### src/rtl/instr_fetch_unit_if.sv
// Instruction-fetch bus: memory address/data, control inputs and the
// valid/ready decode stage. The fetch unit is the master side.
interface instr_fetch_unit_if;
    logic [15:0] imem_addr;
    logic [15:0] imem_instr;
    logic        stall;
    logic        redirect_valid;
    logic [15:0] redirect_target;
    logic        out_valid;
    logic        out_ready;
    logic [15:0] if_instr;
    logic [15:0] if_pc;
    logic [15:0] if_pc_next;
    logic        fetch_fault;
    logic [15:0] fetch_count;

    // Handshake: a word moves on every cycle where out_valid && out_ready;
    // while out_valid && !out_ready, if_instr/if_pc/if_pc_next stay stable.
    modport master (
        output imem_addr, out_valid, if_instr, if_pc, if_pc_next,
               fetch_fault, fetch_count,
        input  imem_instr, stall, redirect_valid, redirect_target, out_ready
    );

    modport slave (
        input  imem_addr, out_valid, if_instr, if_pc, if_pc_next,
               fetch_fault, fetch_count,
        output imem_instr, stall, redirect_valid, redirect_target, out_ready
    );
endinterface

### src/rtl/instr_fetch_unit.sv
// Program counter owner: fetches big-endian words from a combinational
// instruction memory into a registered valid/ready stage for decode.
module instr_fetch_unit #(
    parameter logic [15:0] RESET_PC  = 16'h0000,
    parameter logic [15:0] PC_STEP   = 16'd2,
    parameter int          MEM_BYTES = 256
) (
    input  logic                     clk,
    input  logic                     rst_n,
    instr_fetch_unit_if.master       bus,
    output logic [1:0]               state_o
);

    typedef enum logic [1:0] {
        ST_BOOT  = 2'd0,
        ST_RUN   = 2'd1,
        ST_FAULT = 2'd2
    } state_t;

    state_t      state_q;
    logic [15:0] pc_q;
    logic        out_valid_q;
    logic [15:0] if_instr_q;
    logic [15:0] if_pc_q;
    logic [15:0] if_pc_next_q;
    logic        fetch_fault_q;
    logic [15:0] fetch_count_q;

    logic [16:0] pc_plus1_d;
    logic        in_range_d;
    logic        accept_d;
    logic        load_d;
    logic [15:0] pc_inc_d;

    // 17-bit compare so pc=16'hFFFF cannot wrap into range.
    assign pc_plus1_d = {1'b0, pc_q} + 17'd1;
    assign in_range_d = pc_plus1_d < 17'(MEM_BYTES);
    assign pc_inc_d   = pc_q + PC_STEP;
    assign accept_d   = out_valid_q && bus.out_ready;
    assign load_d     = (state_q == ST_RUN) && !bus.stall &&
                        (!out_valid_q || bus.out_ready) &&
                        !bus.redirect_valid && in_range_d;

    always_ff @(posedge clk or negedge rst_n) begin
        if (!rst_n) begin
            state_q       <= ST_BOOT;
            pc_q          <= RESET_PC;
            out_valid_q   <= 1'b0;
            if_instr_q    <= 16'h0000;
            if_pc_q       <= 16'h0000;
            if_pc_next_q  <= 16'h0000;
            fetch_fault_q <= 1'b0;
            fetch_count_q <= 16'h0000;
        end else begin
            // A handshake on the redirect cycle still counts: it completes before the squash.
            if (accept_d) fetch_count_q <= fetch_count_q + 16'd1;

            if (bus.redirect_valid) begin
                pc_q          <= bus.redirect_target;
                out_valid_q   <= 1'b0;
                fetch_fault_q <= 1'b0;
                state_q       <= ST_RUN;
            end else begin
                case (state_q)
                    ST_BOOT: state_q <= ST_RUN;
                    ST_RUN: begin
                        if (load_d) begin
                            if_instr_q   <= bus.imem_instr;
                            if_pc_q      <= pc_q;
                            if_pc_next_q <= pc_inc_d;
                            out_valid_q  <= 1'b1;
                            pc_q         <= pc_inc_d;
                        end else if (bus.out_ready) begin
                            out_valid_q  <= 1'b0;
                        end
                        if (!in_range_d) begin
                            fetch_fault_q <= 1'b1;
                            state_q       <= ST_FAULT;
                        end
                    end
                    ST_FAULT: begin
                        if (bus.out_ready) out_valid_q <= 1'b0;
                    end
                    default: state_q <= ST_BOOT;
                endcase
            end
        end
    end

    assign bus.imem_addr   = pc_q;
    assign bus.out_valid   = out_valid_q;
    assign bus.if_instr    = if_instr_q;
    assign bus.if_pc       = if_pc_q;
    assign bus.if_pc_next  = if_pc_next_q;
    assign bus.fetch_fault = fetch_fault_q;
    assign bus.fetch_count = fetch_count_q;
    assign state_o         = state_q;

endmodule

### src/flat_wrapper.sv
// flat-port wrapper written by rule: the top's interface ports become plain ports
module instr_fetch_unit_flat 
#(
    parameter logic [15:0] RESET_PC  = 16'h0000,
    parameter logic [15:0] PC_STEP   = 16'd2,
    parameter int          MEM_BYTES = 256
)
  (clk, rst_n, state_o, bus_imem_addr, bus_out_valid, bus_if_instr, bus_if_pc, bus_if_pc_next, bus_fetch_fault, bus_fetch_count, bus_imem_instr, bus_stall, bus_redirect_valid, bus_redirect_target, bus_out_ready);
  instr_fetch_unit_if bus_i ();
  input  logic clk;
  input  logic rst_n;
  output logic [1:0] state_o;
  output wire logic [$bits(bus_i.imem_addr)-1:0] bus_imem_addr;
  output wire logic [$bits(bus_i.out_valid)-1:0] bus_out_valid;
  output wire logic [$bits(bus_i.if_instr)-1:0] bus_if_instr;
  output wire logic [$bits(bus_i.if_pc)-1:0] bus_if_pc;
  output wire logic [$bits(bus_i.if_pc_next)-1:0] bus_if_pc_next;
  output wire logic [$bits(bus_i.fetch_fault)-1:0] bus_fetch_fault;
  output wire logic [$bits(bus_i.fetch_count)-1:0] bus_fetch_count;
  input wire logic [$bits(bus_i.imem_instr)-1:0] bus_imem_instr;
  input wire logic [$bits(bus_i.stall)-1:0] bus_stall;
  input wire logic [$bits(bus_i.redirect_valid)-1:0] bus_redirect_valid;
  input wire logic [$bits(bus_i.redirect_target)-1:0] bus_redirect_target;
  input wire logic [$bits(bus_i.out_ready)-1:0] bus_out_ready;
  assign bus_imem_addr = bus_i.imem_addr;
  assign bus_out_valid = bus_i.out_valid;
  assign bus_if_instr = bus_i.if_instr;
  assign bus_if_pc = bus_i.if_pc;
  assign bus_if_pc_next = bus_i.if_pc_next;
  assign bus_fetch_fault = bus_i.fetch_fault;
  assign bus_fetch_count = bus_i.fetch_count;
  assign bus_i.imem_instr = bus_imem_instr;
  assign bus_i.stall = bus_stall;
  assign bus_i.redirect_valid = bus_redirect_valid;
  assign bus_i.redirect_target = bus_redirect_target;
  assign bus_i.out_ready = bus_out_ready;
  instr_fetch_unit #(.RESET_PC(RESET_PC), .PC_STEP(PC_STEP), .MEM_BYTES(MEM_BYTES)) u_core (.clk(clk), .rst_n(rst_n), .bus(bus_i), .state_o(state_o));
endmodule
### config.mk
export PLATFORM = sky130hd
export DESIGN_NAME = instr_fetch_unit_flat
export DESIGN_NICKNAME = d
export VERILOG_FILES = /design/src/rtl/instr_fetch_unit_if.sv /design/src/rtl/instr_fetch_unit.sv /design/src/flat_wrapper.sv
export SDC_FILE = /design/constraint.sdc
export NUM_CORES = 1
export LEC_CHECK = 0
export CAP_MARGIN = 20
export CORE_ASPECT_RATIO = 1.5
export CORE_UTILIZATION = 46
export CTS_BUF_LIST = sky130_fd_sc_hd__clkbuf_16
export CTS_CLUSTER_SIZE = 12
export DETAILED_ROUTE_END_ITERATION = 8
export PLACE_DENSITY = 0.8
export SLEW_MARGIN = 20
export SYNTH_ARGS = -nofsm -noshare
export SYNTH_HDL_FRONTEND = slang
export SYNTH_SLANG_ARGS = --single-unit
### constraint.sdc
create_clock -name clk -period 3.3 [get_ports clk]
set_clock_uncertainty 0.05 [all_clocks]
set_input_delay 0.495 -clock clk [delete_from_list [all_inputs] [get_ports clk]]
set_output_delay 0.495 -clock clk [all_outputs]
set_load 0.1 [all_outputs]
==> results of run 1 <==
-- cell families (layout without fill, tap and decap cells) --
group           after synthesis  in the layout  synth area share (%)
simple gates                186            186                  24.1
flops                        83             83                  57.4
compound gates               33             33                  6.61
buf+inv                      25            147                  3.22
xor+xnor                     20             20                  4.84
mux                          10             10                  3.08
fa+ha+maj                     2              2                 0.692
-- registers in the layout (all words and copies together) (netlist names) --
signal	flops
u_core.bus.imem_addr	16
u_core.bus.out_valid	1
u_core.state_o	2
u_core.bus.fetch_fault	1
u_core.bus.if_instr	16
u_core.bus.fetch_count	16
u_core.bus.if_pc_next	16
u_core.bus.if_pc	15
-- where the power goes --
group          switching, mW  internal [mW]  total, mW
Sequential            0.0552           1.06       1.11
Clock                  0.361          0.492      0.852
Combinational          0.406          0.142      0.549
-- layout make-up --
| class | count | area [um^2] |
|---|---|---|
| Fill cell | 640 | 2540 |
| Sequential cell | 83 | 2080 |
| Multi-Input combinational cell | 251 | 1440 |
| Timing Repair Buffer | 125 | 1150 |
| Clock buffer | 9 | 225 |
| Tap cell | 102 | 128 |
| Clock inverter | 7 | 27.5 |
| Inverter | 6 | 22.5 |
-- routing by layer --
metal / part of all wire, % / vias to the layer above / GRT usage (%)
met1: 41 / 1431 / 26.9
met2: 52 / 82 / 35.9
met5: 0 / - / 0
met3: 4.6 / 12 / 4.74
met4: 2.3 / 0 / 9.69
li1: - / 1444 / -
-- cell usage after synthesis (all sizes together) --
cell	instances
o211a	2
mux2	9
nand4b	1
o21a	1
dfrtp	83
a21boi	1
a2111oi	2
o2111ai	1
nand2	99
nand4	7
a21oi	4
and3	2
nor3b	3
mux2i	1
o211ai	1
nand3b	3
buf	12
nor2	15
nand2b	2
ha	2
a211o	1
xor2	7
nor2b	4
o21ai	12
clkbuf	7
nor4	3
and2	16
xnor2	13
a32o	1
a221o	1
a22oi	2
nor3	6
o21bai	1
nand3	19
o311ai	1
or3	2
inv	6
o2111a	1
a21o	1
or4	4
-- path summary, 6_finish.rpt --
| check | slack (ns) | to | startpoint | cells past startpoint |
|---|---|---|---|---|
| setup / recovery | 0.38 | u_core.bus.imem_addr[4] | u_core.bus.imem_addr[1] | 8 |
| hold / removal | 0.14 | u_core.bus.if_pc[12] | rst_n | 1 |
| setup reg to reg | 0.38 | u_core.bus.imem_addr[4] | u_core.bus.imem_addr[1] | 8 |
| hold reg to reg | 0.42 | u_core.bus.if_pc[2] | u_core.bus.if_pc[2] | 2 |
| max in group asynchronous | 2.53 | u_core.bus.if_pc_next[6] | rst_n | 1 |
| min in group clk | 0.42 | u_core.bus.if_pc[2] | u_core.bus.if_pc[2] | 2 |
-- stage by stage --
step	total power [mW]	setup WS, ns	hold WS [ns]	cell area (um^2)	utilization (%)
after floorplan	1.51	0.202	0.149	3620	-
after global placement	1.67	0.388	0.398	4810	63.2
after detailed placement	1.68	0.306	0.406	4810	63.2
after CTS	2.54	0.397	0.337	5070	66.6
after global routing	2.60	0.186	0.213	5070	66.6
final	2.51	0.383	0.144	5070	66.6
==> metrics.yaml, run 1 <==
drv_slew: 0
fin_cells: 583
dpl.hpwl_mm: 6.02
synth.distinct_cells: 43
synth_top_area_share_pct: 57.4
die_y_um: 111
via_per_inst: 5.09
path_clk_slew_ns: 0.05
worstMarginPinSlew_ns: 0.993
num_antenna_cells: 0
vias: 2969
fp.dieW_um: 74.4
crit_top_cell: "nand3_1"
syn_inst: 359
ys_seq_area_share_pct: 57.4
p_leak_nw: 2.42
io_pins: 121
postCtsSetupBuffers: 0
synthTopCellsByArea: "dfrtp_1 (57%), nand2_1 (10%), xnor2_1 (3.1%), mux2_2 (2.8%), and2_1 (2.8%)"
slowest_stage: "or4_1"
crit_path_max_fanout: 16
postRouteAntennaNets: 0
crit_required_ns: 3.51
finalSetupViolCount: 0
grt_usage_pct: 21.9
cts.sink_count: 83
core_area_um2: 7610
numPortBuffers: 120
layout_commonest_cell: "nand2_1"
final_cell_mix: "nand2_1 (99), clkdlybuf4s50_1 (85), dfrtp_1 (83), buf_4 (39), nand3_1 (18)"
ys_ff_latch: 83
rsz0062_at_grt: "no"
clock_latency_ns: 0.33
area_growth_pct: 40.2
start_kind: "register"
syn_area_um2: 3620
ys_warn_count: 0
numCtsBuffers: 9
critPathArrivalTime_ns: 3.13
maxSlewHeadroom_pct: 33.6
path_cells: "ha_1 -> nand4_1 -> or4_1 -> o211ai_2 -> o2111a_1 -> buf_4 -> nand3_1 -> nand3_1"
final.min_clock_period_ns: 2.92
row_count: 39
antenna_found_initial: 0
overflow: 0
power_density_nw_per_um2: 496
syn_area_per_cell_um2: 10.1
yosysTopAreaCell: "dfrtp_1"
wirelength_mm: 8.28
ir_drop_v: 0.000323
initial_core_util_pct: 47.5
cts_resized: 0
end_kind: "register"
grt_pass1_vias: 2926
die_area_um2: 8230
path_delay_family: "simple AND/OR/NAND/NOR gates"
holdCritPathClass: "input port to async pin"
fmax_mhz: 343
clockBufferDepth: 2
syn_nets: 398
grt_pass1_wl_mm: 13.7
dp_cells: 567
final_layout_size_suffix_gt1_share_pct: 13.1
drt_iter0_drc: 195
fin_nets: 515
cts_tree: "built"
hold_viol_final: 0
grt_max_degree: 84
cpPeakStageDelay_ns: 0.59
drc: 0
finalSetupTns_ns: 0
routedWlPerCell_um: 14.2
critical_path_class: "register to register"
worst-path-buf-inv: 1
period_share_pct: 88.4
clockRootBuffer: "clkbuf_16"
htree_levels: 3
status: "completed"
cap_violations: 0
hold_buffers: 0
first_pass_iters: 4
place_congestion: 0.811
Note: power is estimated with default switching activity, not from simulation.
==> run 2, diff against run 1 <==
--- a/config.mk
+++ b/config.mk
@@ -11,8 +11,9 @@
 export CTS_BUF_LIST = sky130_fd_sc_hd__clkbuf_16
 export CTS_CLUSTER_SIZE = 12
 export DETAILED_ROUTE_END_ITERATION = 8
+export GPL_TIMING_DRIVEN = 0
 export PLACE_DENSITY = 0.8
-export SLEW_MARGIN = 20
+export SLEW_MARGIN = 30
 export SYNTH_ARGS = -nofsm -noshare
 export SYNTH_HDL_FRONTEND = slang
 export SYNTH_SLANG_ARGS = --single-unit
==> metrics.yaml, run 2 (synthesis gave the netlist of run 1 again) <==
cts.sink_count: 83  # unchanged
rsz0062_at_grt: "no"
cap_violations: 0  # unchanged
crit_required_ns: 3.52  # about the same
grt_pass1_wl_mm: 14.7  # +7.6%
core_area_um2: 7610  # unchanged
r2r_start: "u_core.bus.imem_addr[1]"
via_per_inst: 5.16  # +1.3%
die_area_um2: 8230  # unchanged
worstMarginPinSlew_ns: 1.00  # +0.0117 ns
clockBufferDepth: 2  # unchanged
holdWs_ns: -0.00847  # -0.152 ns
htree_levels: 3  # unchanged
final_cell_mix: "clkdlybuf4s50_1 (118), nand2_1 (99), dfrtp_1 (83), nand3_1 (18), and2_1 (16)"
dpl.hpwl_mm: 6.69  # +11%
p_leak_nw: 2.44  # +1.1%
critical_path_class: "register to register"
grt_pass1_vias: 3061  # +4.6%
area_growth_pct: 46.7
fin_util_pct: 69.7  # +3.1 points
finalSetupViolCount: 0  # unchanged
cts_tree: "built"
layout_commonest_cell: "clkdlybuf4s50_1"
grt_usage_pct: 23.8  # +1.9 points
row_count: 39  # unchanged
holdCritPathClass: "input port to async pin"
antenna_found_initial: 0  # unchanged
postCtsSetupBuffers: 0  # unchanged
final.min_clock_period_ns: 2.90  # -0.0170 ns
grt_max_degree: 52  # -38%
fp.dieW_um: 74.4  # unchanged
setup_ws_ns: 0.400  # +0.0170 ns
num_antenna_cells: 0  # unchanged
violations: "hold timing"
clockRootBuffer: "clkbuf_16"
overflow: 0  # unchanged
fmax_mhz: 345  # +0.59%
cts_resized: 0  # unchanged
clock_latency_ns: 0.33  # about the same
initial_core_util_pct: 47.5  # unchanged
fillCellCount: 600  # -6.3%
crit_path_max_fanout: 10  # -6
ir_drop_v: 0.000382  # +18%
power_density_nw_per_um2: 531  # +7.0%
vias: 3079  # +3.7%
die_y_um: 111  # unchanged
maxSlewHeadroom_pct: 32.8  # -0.78 points
first_pass_iters: 4  # unchanged
status: "finished with violations"
final_layout_size_suffix_gt1_share_pct: 8.48  # -4.6 points
cp-startpoint: "u_core.bus.imem_addr[1]"
drv_slew: 0  # unchanged
io_pins: 121  # unchanged
drt_iter0_drc: 181  # -7.2%
routedWlPerCell_um: 15.2  # +7.0%
fin_nets: 529  # +2.7%
end_kind: "register"
numPortBuffers: 119  # -0.83%
dp_cells: 581  # +2.5%
hold_buffers: 0  # unchanged
fin_cells: 597  # +2.4%
total_power_mw: 2.82  # +12%
numCtsBuffers: 9  # unchanged
postRouteAntennaNets: 0  # unchanged
hold_viol_final: 8  # +8
drc: 0  # unchanged
period_share_pct: 87.9  # -0.52 points
start_kind: "register"
critPathArrivalTime_ns: 3.12  # about the same
wirelength_mm: 9.07  # +9.5%
place_congestion: 0.901  # +11%
place_ws_ns: 0.365  # +0.0588 ns
path_clk_slew_ns: 0.06  # about the same
## run 2: worst paths after layout
path	to	slack (ns)	cells after the start
setup / recovery	u_core.bus.imem_addr[6]	0.40	9
hold / removal	u_core.bus.if_pc_next[7]	-0.008	1
setup reg to reg	u_core.bus.imem_addr[6]	0.40	9
hold reg to reg	u_core.bus.if_pc[1]	0.41	2
max in group asynchronous	u_core.bus.if_pc[6]	2.66	2
min in group clk	u_core.bus.if_pc[1]	0.41	2
## run 2: metrics by stage
stage | cell area (um^2) | setup TNS, ns
2_1_floorplan | 3620 | 0
3_3_place_gp | 4940 | -97.44
3_5_place_dp | 4960 | 0
4_1_cts | 5310 | 0
5_1_grt | 5310 | 0
6_report | 5310 | 0
## run 2: where the power goes
| part | leakage, nW | total, mW | switching, mW | internal, mW |
|---|---|---|---|---|
| clock network | 0.163 | 1.13 | 0.394 | 0.737 |
| logic | 1.16 | 0.581 | 0.421 | 0.160 |
| registers | 1.12 | 1.10 | 0.0457 | 1.06 |
## run 2: cell type report
class / count / area, um^2 / share of cell area [%]
timing repair buffer: 120 / 1220 / 23.0
clock inverter: 7 / 115 / 2.17
sequential: 83 / 2080 / 39.2
buffer: 19 / 93.8 / 1.77
multi-input combinational: 251 / 1420 / 26.8
tap: 102 / 128 / 2.41
clock buffer: 9 / 225 / 4.25
inverter: 6 / 22.5 / 0.425
## run 2: critical path, cell delays in order (launching register included)
cell and delay, ns:
dfrtp_1 0.55, ha_1 0.32, nand4_1 0.28, or4_1 0.59
o211ai_2 0.12, o2111a_1 0.22, buf_2 0.18, buf_2 0.26
o21ai_0 0.15, nand3_1 0.11
## run 2: layer usage
| metal | track usage (%) | vias up | wire length, um |
|---|---|---|---|
| met5 | 0 | - | 0 |
| met4 | 12.1 | 0 | 306 |
| met3 | 4.56 | 28 | 463 |
| met2 | 40.1 | 104 | 4780 |
| met1 | 27.9 | 1487 | 3520 |
| li1 | - | 1460 | - |
==> run 3, diff against run 2 <==
--- a/config.mk
+++ b/config.mk
@@ -5,6 +5,7 @@
 export SDC_FILE = /design/constraint.sdc
 export NUM_CORES = 1
 export LEC_CHECK = 0
+export ABC_AREA = 0
 export CAP_MARGIN = 20
 export CORE_ASPECT_RATIO = 1.5
 export CORE_UTILIZATION = 46
@@ -13,7 +14,7 @@
 export DETAILED_ROUTE_END_ITERATION = 8
 export GPL_TIMING_DRIVEN = 0
 export PLACE_DENSITY = 0.8
-export SLEW_MARGIN = 30
+export SLEW_MARGIN = 20
 export SYNTH_ARGS = -nofsm -noshare
 export SYNTH_HDL_FRONTEND = slang
 export SYNTH_SLANG_ARGS = --single-unit
==> metrics.yaml, run 3 (synthesis gave the netlist of run 1 again) <==
holdWs_ns: 0.0440  # +0.0524 ns
grt_util_met3_pct: 4.20  # -0.36 points
drv_slew: 0  # unchanged
cap_violations: 0  # unchanged
postCtsSetupBuffers: 0  # unchanged
die_area_um2: 8230  # unchanged
multi_input_area_um2: 1420  # unchanged
critical_path_class: "register to register"
clockRootBuffer: "clkbuf_16"
io_pins: 121  # unchanged
routedWlPerCell_um: 14.9  # -1.8%
grt_pass1_vias: 2948  # -3.7%
hold_viol_final: 0  # -8
final.min_clock_period_ns: 2.88  # -0.0170 ns
cts_resized: 0  # unchanged
antenna_found_initial: 0  # unchanged
crit_path_max_fanout: 10  # unchanged
crit_required_ns: 3.52  # about the same
clock_latency_ns: 0.33  # about the same
via_per_inst: 5.10  # -1.1%
worst-path-buf-inv: 2  # unchanged
p_leak_nw: 2.41  # -1.4%
cts_tree: "built"
busiest_layer: "met2"
fp.dieW_um: 74.4  # unchanged
cts.sink_count: 83  # unchanged
drc: 0  # unchanged
ir_drop_v: 0.000362  # -5.2%
finalSetupViolCount: 0  # unchanged
final_layout_size_suffix_gt1_share_pct: 8.28  # -0.20 points
worstMarginPinSlew_ns: 1.01  # +0.00812 ns
grt_usage_pct: 23.2  # -0.60 points
layout_commonest_cell: "clkdlybuf4s50_1"
fmax_mhz: 347  # +0.59%
drt_iter0_drc: 160  # -12%
htree_levels: 3  # unchanged
start_kind: "register"
fin_util_pct: 68.6  # -1.1 points
hold_buffers: 0  # unchanged
wirelength_mm: 8.91  # -1.8%
numPortBuffers: 119  # unchanged
fillCellCount: 619  # +3.2%
vias: 3045  # -1.1%
register_area_um2: 2080  # unchanged
grt_util_met1_pct: 28.1  # +0.19 points
final_cell_mix: "clkdlybuf4s50_1 (118), nand2_1 (99), dfrtp_1 (83), nand3_1 (18), and2_1 (16)"
num_antenna_cells: 0  # unchanged
period_share_pct: 87.4  # -0.51 points
crit_top_cell: "buf_2"
rsz0062_at_grt: "no"
status: "completed"
holdCritPathClass: "input port to async pin"
postRouteAntennaNets: 0  # unchanged
fin_nets: 529  # unchanged
path_clk_slew_ns: 0.06  # about the same
slowest_stage: "or4_1"
path_cells: "ha_1 -> nand4_1 -> or4_1 -> o211ai_2 -> o2111a_1 -> buf_2 -> buf_2 -> o21ai_0 -> nand3_1"
maxSlewHeadroom_pct: 32.3  # -0.54 points
dpl.hpwl_mm: 6.68  # -0.16%
grt_max_degree: 55  # +5.8%
clockBufferDepth: 2  # unchanged
area_growth_pct: 44.3
place_congestion: 0.901  # unchanged
die_y_um: 111  # unchanged
power_density_nw_per_um2: 491  # -7.5%
critPathArrivalTime_ns: 3.10  # -0.02 ns
cpPeakStageDelay_ns: 0.59  # about the same
path_delay_family: "simple AND/OR/NAND/NOR gates"
grt_pass1_wl_mm: 14.4  # -2.4%
overflow: 0  # unchanged
end_kind: "register"
initial_core_util_pct: 47.5  # unchanged
first_pass_iters: 4  # unchanged
numCtsBuffers: 9  # unchanged
core_area_um2: 7610  # unchanged
row_count: 39  # unchanged
met2_usage_pct: 39.4  # -0.66 points
[run 3: routing by layer]
layer	up-vias	wire length [um]
met5	-	0
met4	0	203
met3	19	489
met2	95	4710
met1	1467	3500
li1	1464	-
[run 3: layout make-up]
| class | instances | share of cell area [%] |
|---|---|---|
| Sequential cell | 83 | 39.8 |
| Multi-Input combinational cell | 251 | 27.3 |
| Timing Repair Buffer | 120 | 23.3 |
| Clock buffer | 9 | 4.31 |
| Tap cell | 102 | 2.44 |
| Buffer | 19 | 1.80 |
| Clock inverter | 7 | 0.671 |
| Inverter | 6 | 0.431 |
[run 3: metrics by stage]
step,cell area (um^2),std cells,total power [mW],setup TNS (ns),worst slack (ns)
6_report,5220,597,2.56,0,0.417
4_1_cts,5220,597,2.58,0,0.451
3_5_place_dp,4960,581,1.70,0,0.389
2_1_floorplan,3620,359,1.51,0,0.202
5_1_grt,5220,597,2.65,0,0.255
3_3_place_gp,4940,580,1.69,-97.44,-1.18
[run 3: worst register-to-register path: cells and delay by family, from the launching register on]
family,cells,cell delay [ns]
and+or+nand+nor,3,0.97
AOI/OAI and AO/OA,3,0.49
adders and majority gates,1,0.32
buffers and inverters,2,0.45
DFF,1,0.56
[run 3: power by group]
group / switching (mW) / internal (mW)
clock: 0.382 / 0.498
sequential: 0.0454 / 1.06
combinational: 0.421 / 0.159
[run 3: path summary, 6_finish.rpt]
path	from	endpoint	slack (ns)	cells past startpoint
setup / recovery	u_core.bus.imem_addr[1]	u_core.bus.imem_addr[6]	0.42	9
hold / removal	rst_n	u_core.bus.if_instr[14]	0.04	1
setup reg to reg	u_core.bus.imem_addr[1]	u_core.bus.imem_addr[6]	0.42	9
hold reg to reg	u_core.bus.if_instr[6]	u_core.bus.if_instr[6]	0.41	2
max in group asynchronous	rst_n	u_core.bus.if_pc_next[11]	2.56	2
min in group clk	u_core.bus.if_instr[6]	u_core.bus.if_instr[6]	0.41	2
